===== config.mk =====
export PLATFORM = sky130hd
export DESIGN_NAME = con_eval_unit
export DESIGN_NICKNAME = d
export VERILOG_FILES = /design/src/rtl/con_eval_unit.sv
export SDC_FILE = /design/constraint.sdc
export NUM_CORES = 1
export LEC_CHECK = 0
export ABC_CLOCK_PERIOD_IN_PS = 3700
export CAP_MARGIN = 25
export CORE_MARGIN = 2
export CORE_UTILIZATION = 50
export DETAILED_ROUTE_END_ITERATION = 10
export GPL_TIMING_DRIVEN = 0
export PLACE_DENSITY = 0.75
export SETUP_SLACK_MARGIN = 0.02
export SLEW_MARGIN = 10
export SYNTH_ARGS = -nofsm -noshare
export SYNTH_HDL_FRONTEND = slang
export SYNTH_SLANG_ARGS = --single-unit

===== constraint.sdc =====
create_clock -name clock -period 3.7 [get_ports clock]
set_input_delay 0.555 -clock clock [delete_from_list [all_inputs] [get_ports clock]]
set_output_delay 0.555 -clock clock [all_outputs]
set_load 0.01 [all_outputs]

===== src/rtl/con_eval_unit.sv =====
// Branch condition evaluator. It captures operand A and a condition code from
// the shared bus, and optionally operand B. It registers the branch decision
// with a one-cycle valid strobe. It also keeps a saturating count of taken
// branches.
module con_eval_unit #(
  parameter int unsigned DATA_WIDTH = 32,
  parameter int unsigned CNT_WIDTH  = 16
) (
  input  logic                  clock,
  input  logic                  clear,
  input  logic [2:0]            IR_Bits,
  input  logic [DATA_WIDTH-1:0] Bus_Data,
  input  logic                  CON_In,
  input  logic                  B_In,
  input  logic                  Cnt_Clr,
  output logic                  CON_Out,
  output logic                  CON_Valid,
  output logic                  Busy,
  output logic [CNT_WIDTH-1:0]  Taken_Count
);

  typedef enum logic [1:0] {
    IDLE   = 2'd0,
    WAIT_B = 2'd1,
    EVAL   = 2'd2
  } state_t;

  state_t                state, state_next;
  logic [DATA_WIDTH-1:0] a_reg, b_reg;
  logic [2:0]            code_reg;
  logic                  load_a, load_b;
  logic                  flag;
  logic                  cnt_full;

  // State register
  always_ff @(posedge clock) begin
    if (!clear) state <= IDLE;
    else        state <= state_next;
  end

  // Next-state logic and operand load enables.
  // In WAIT_B, a new CON_In behaves exactly as it does from IDLE, and it takes
  // priority over B_In.
  always_comb begin
    state_next = state;
    load_a     = 1'b0;
    load_b     = 1'b0;
    unique case (state)
      IDLE, WAIT_B: begin
        if (CON_In) begin
          load_a     = 1'b1;
          state_next = IR_Bits[2] ? WAIT_B : EVAL;
        end else if (state == WAIT_B && B_In) begin
          load_b     = 1'b1;
          state_next = EVAL;
        end
      end
      EVAL:    state_next = IDLE;
      default: state_next = IDLE;
    endcase
  end

  // Operand and condition-code registers
  always_ff @(posedge clock) begin
    if (!clear) begin
      a_reg    <= '0;
      b_reg    <= '0;
      code_reg <= '0;
    end else begin
      if (load_a) begin
        a_reg    <= Bus_Data;
        code_reg <= IR_Bits;
      end
      if (load_b) b_reg <= Bus_Data;
    end
  end

  // Condition decode from the registered operands. The signed compares are
  // true two's-complement compares, so they cannot overflow.
  always_comb begin
    flag = 1'b0;
    unique case (code_reg)
      3'b000: flag = (a_reg == '0);
      3'b001: flag = (a_reg != '0);
      3'b010: flag = ~a_reg[DATA_WIDTH-1];
      3'b011: flag = a_reg[DATA_WIDTH-1];
      3'b100: flag = (a_reg == b_reg);
      3'b101: flag = (a_reg != b_reg);
      3'b110: flag = ($signed(a_reg) <  $signed(b_reg));
      3'b111: flag = ($signed(a_reg) >= $signed(b_reg));
      default: flag = 1'b0;
    endcase
  end

  // Decision register and one-cycle valid strobe
  always_ff @(posedge clock) begin
    if (!clear) begin
      CON_Out   <= 1'b0;
      CON_Valid <= 1'b0;
    end else begin
      CON_Valid <= (state == EVAL);
      if (state == EVAL) CON_Out <= flag;
    end
  end

  assign cnt_full = (Taken_Count == '1);

  // Saturating taken-branch counter. A clear request overrides an increment.
  always_ff @(posedge clock) begin
    if (!clear || Cnt_Clr)
      Taken_Count <= '0;
    else if (state == EVAL && flag && !cnt_full)
      Taken_Count <= Taken_Count + CNT_WIDTH'(1);
  end

  assign Busy = (state != IDLE);

endmodule


==> impl_metrics.yaml <==
sta:
  clock.fmax_ghz: 0.3085
  finalWorstSetupSlack_ns: 0.4586
  tns_ns: 0
  slew_viol_final: 0
  worst_pin_slew_ns: 0.6075
  finClkSkew_ns: 0.008837
  final.period_utilization: 0.8760
  setup_viol: 0
  min_period_ns: 3.241
  rsz0062_at_grt: "false"
  hold_viol: 0
  relSlewSlack: 0.5893
pwr:
  powerDensity_mw_per_mm2: 357.8
  seqPwrFrac: 0.504
  irDropWorstVdd_v: 0.0001765
  intPower_uw: 1456
  p_clk_frac: 0.349
  p_leak_uw: 0.001973
  p_comb_frac: 0.147
  power_switching_uw: 507.5
  p_sw_frac: 0.2585
flow_run:
  cap_viol_max_count: 0
final_layout:
  utilization: 0.6230
  fillers: 821
  nNetsFinal: 699
  antenna_cells: 0
  drive_gt1_frac: 0.05864
  areaGrowthSynthToFinish_pct: 20.24
worst_setup_path:
  r2r_setup_slack_ns: 0.46
  crit_end: "Taken_Count[15]"
  critPathRequiredTime_ns: 3.96
  slowest_stage: "nor4b_4"
  ff2ff_path_depth: 12
  worstSetupEndpointType: "flop"
  worstSetupStartpoint: "b_reg[21]"
  timing.rr.end: "Taken_Count[15]"
  cp-start-kind: "flop"
  crit_type: "flop to flop"
  r2r_start: "b_reg[21]"
  path_cells: "inv_1 -> ha_1 -> a211oi_2 -> nor2_2 -> nor4_4 -> o21ai_1 -> a221o_1 -> o211a_1 -> buf_6 -> nor4b_4 -> a211oi_1 -> a31o_1"
  max_stage_delay_ns: 0.54
  cp_max_fo: 10
  worst-endpoint-arrival_ns: 3.50
logic_synthesis:
  synth-edff-count: 0
  yosysTopAreaCell: "dfxtp_1"
  synth-seq-cells: 87
  ys_seq_area_frac: 0.3817
  synth_flop_cell: "dfxtp_1"
  synth_warnings: 0
  synth_common_cells: "143 x nand2_1, 87 x dfxtp_1, 67 x a21boi_0"
  syn_area_mm2: 0.004563
  synth_cell_type_count: 55
  synth_cells: 557
  synth_area_leaders: "dfxtp_1 38%, nand2_1 12%, a21boi_0 11%"
  synth-async-reset-ratio: 0
  avgSynthCellArea_um2: 8.192
  netlist.area_leader.share: 0.3817
  synth_most_common_cell: "nand2_1"
  synth_nets: 630
run_status:
  status: "finished, final reports clean"
detailed_routing:
  dr.pass1.iters: 4
  drc: 0
  drt_iter0_drc: 151
  vias_per_cell: 5.352
  ant_nets: 0
  wirelength_um: 10140
  num_vias: 3955
  drt-wirelength-per-cell_um: 13.72
cts:
  clock-sinks: 87
  post_cts_resize_count: 0
  cts_setup_buffers: 0
  path_clk_slew_ns: 0.09
  clk_path_buf_depth: 2
  clk_latency_ns: 0.36
  cts_root_buf: "clkbuf_8"
  cts_hold_buf: 0
  cts_max_level: 3
  cts_made_buffers: 9
  cts_tree: "done"
placement:
  gp_congestion: 0.8722
  port_buffers: 58
  place_ws_ns: 0.4798
  dp_hpwl_um: 7600
die:
  io_pins: 59
  core_area_mm2: 0.008806
  die_w_um: 99.53
  die_h_um: 99.53
  initial_core_util: 0.5182
  fp.dieArea_mm2: 0.009906
  rows: 34
grt:
  grt_pass1_vias: 3731
  track_usage: 0.2145
  grt_pass1_wl_um: 17210
  antenna_found_initial: 0
  grt_max_degree: 15
  grt.overflow.total: 0
hold_path:
  min_path_type: "flop to flop"
[logic make-up after synthesis]
logic type,share of synthesized area
buffers and inverters,0.06718
AND/OR/NAND/NOR,0.2498
flip-flops,0.3817
multiplexers,0.004387
AO/OA/AOI/OAI,0.1950
XOR/XNOR,0.01152
adder cells (fa/ha/maj),0.09049
[per-layer routing]
layer | share of wire | global-route usage | vias to the layer above
met5 | 0 | 0 | -
met4 | 0.018 | 0.07376 | 0
met3 | 0.041 | 0.04287 | 15
met2 | 0.47 | 0.3420 | 72
met1 | 0.47 | 0.2910 | 1822
li1 | - | - | 2046
[layout make-up]
class,instances,area (um^2),area share
multi-input cells,401,2515,0.4584
flip-flops and latches,87,1742,0.3174
repair buffers,58,580.6,0.1058
inverters,41,153.9,0.02805
plain buffers,28,152.6,0.02782
clock buffers,11,151.4,0.02759
well taps,108,135.1,0.02463
clock inverters,5,56.30,0.01026
[worst min path at each step]
stage,start,endpoint,cells past startpoint
detailed placement,b_reg[19],b_reg[19],2
CTS,b_reg[19],b_reg[19],2
floorplan,b_reg[10],b_reg[10],2
global placement,b_reg[8],b_reg[8],2
global route,b_reg[19],b_reg[19],2
finish,b_reg[23],b_reg[23],2
[cell usage in the layout, fill, tap and decap left out, types with 3 or more instances in the layout]
cell type / instances
nand2_1: 143
dfxtp_1: 87
a21boi_0: 67
clkdlybuf4s50_1: 58
inv_1: 41
ha_1: 33
clkbuf_1: 24
a21oi_1: 17
nor2_1: 15
nand3_1: 13
clkbuf_8: 11
nor4_1: 10
nand4_1: 8
nor3_1: 8
and3_1: 8
xnor2_1: 6
a211oi_1: 5
nor2b_1: 4
o21ai_0: 4
nor3b_1: 4
a21o_2: 4
or2_2: 3
nand2b_1: 3
a21o_1: 3
o21a_1: 3
o211a_1: 3
[stage by stage]
| stage | power [uW] | cells | hold WS, ns | cell area, um^2 |
|---|---|---|---|---|
| 2_1_floorplan | 1190 | 557 | 0.4435 | 4563 |
| 3_3_place_gp | 1292 | 723 | 0.4497 | 5279 |
| 3_5_place_dp | 1300 | 723 | 0.4572 | 5279 |
| 4_1_cts | 1985 | 739 | 0.4692 | 5487 |
| 5_1_grt | 2063 | 739 | 0.4893 | 5487 |
| 6_report | 1963 | 739 | 0.4647 | 5487 |
[power by group through the flow]
stage	Combinational, uW	Clock, uW	Sequential, uW
2_1_floorplan	186	0	1000
3_3_place_gp	283	0	1010
3_5_place_dp	289	0	1010
4_1_cts	291	705	988
5_1_grt	325	745	993
6_report	289	686	989
[worst max-delay path, delay by kind of cell (launching register included)]
| family | cells | cell delay [ns] |
|---|---|---|
| fa+ha+maj | 1 | 0.30 |
| flops | 1 | 0.33 |
| simple gates | 3 | 1.02 |
| buf+inv | 2 | 0.20 |
| compound gates | 6 | 1.30 |
Power figures use the tool's default switching activity.
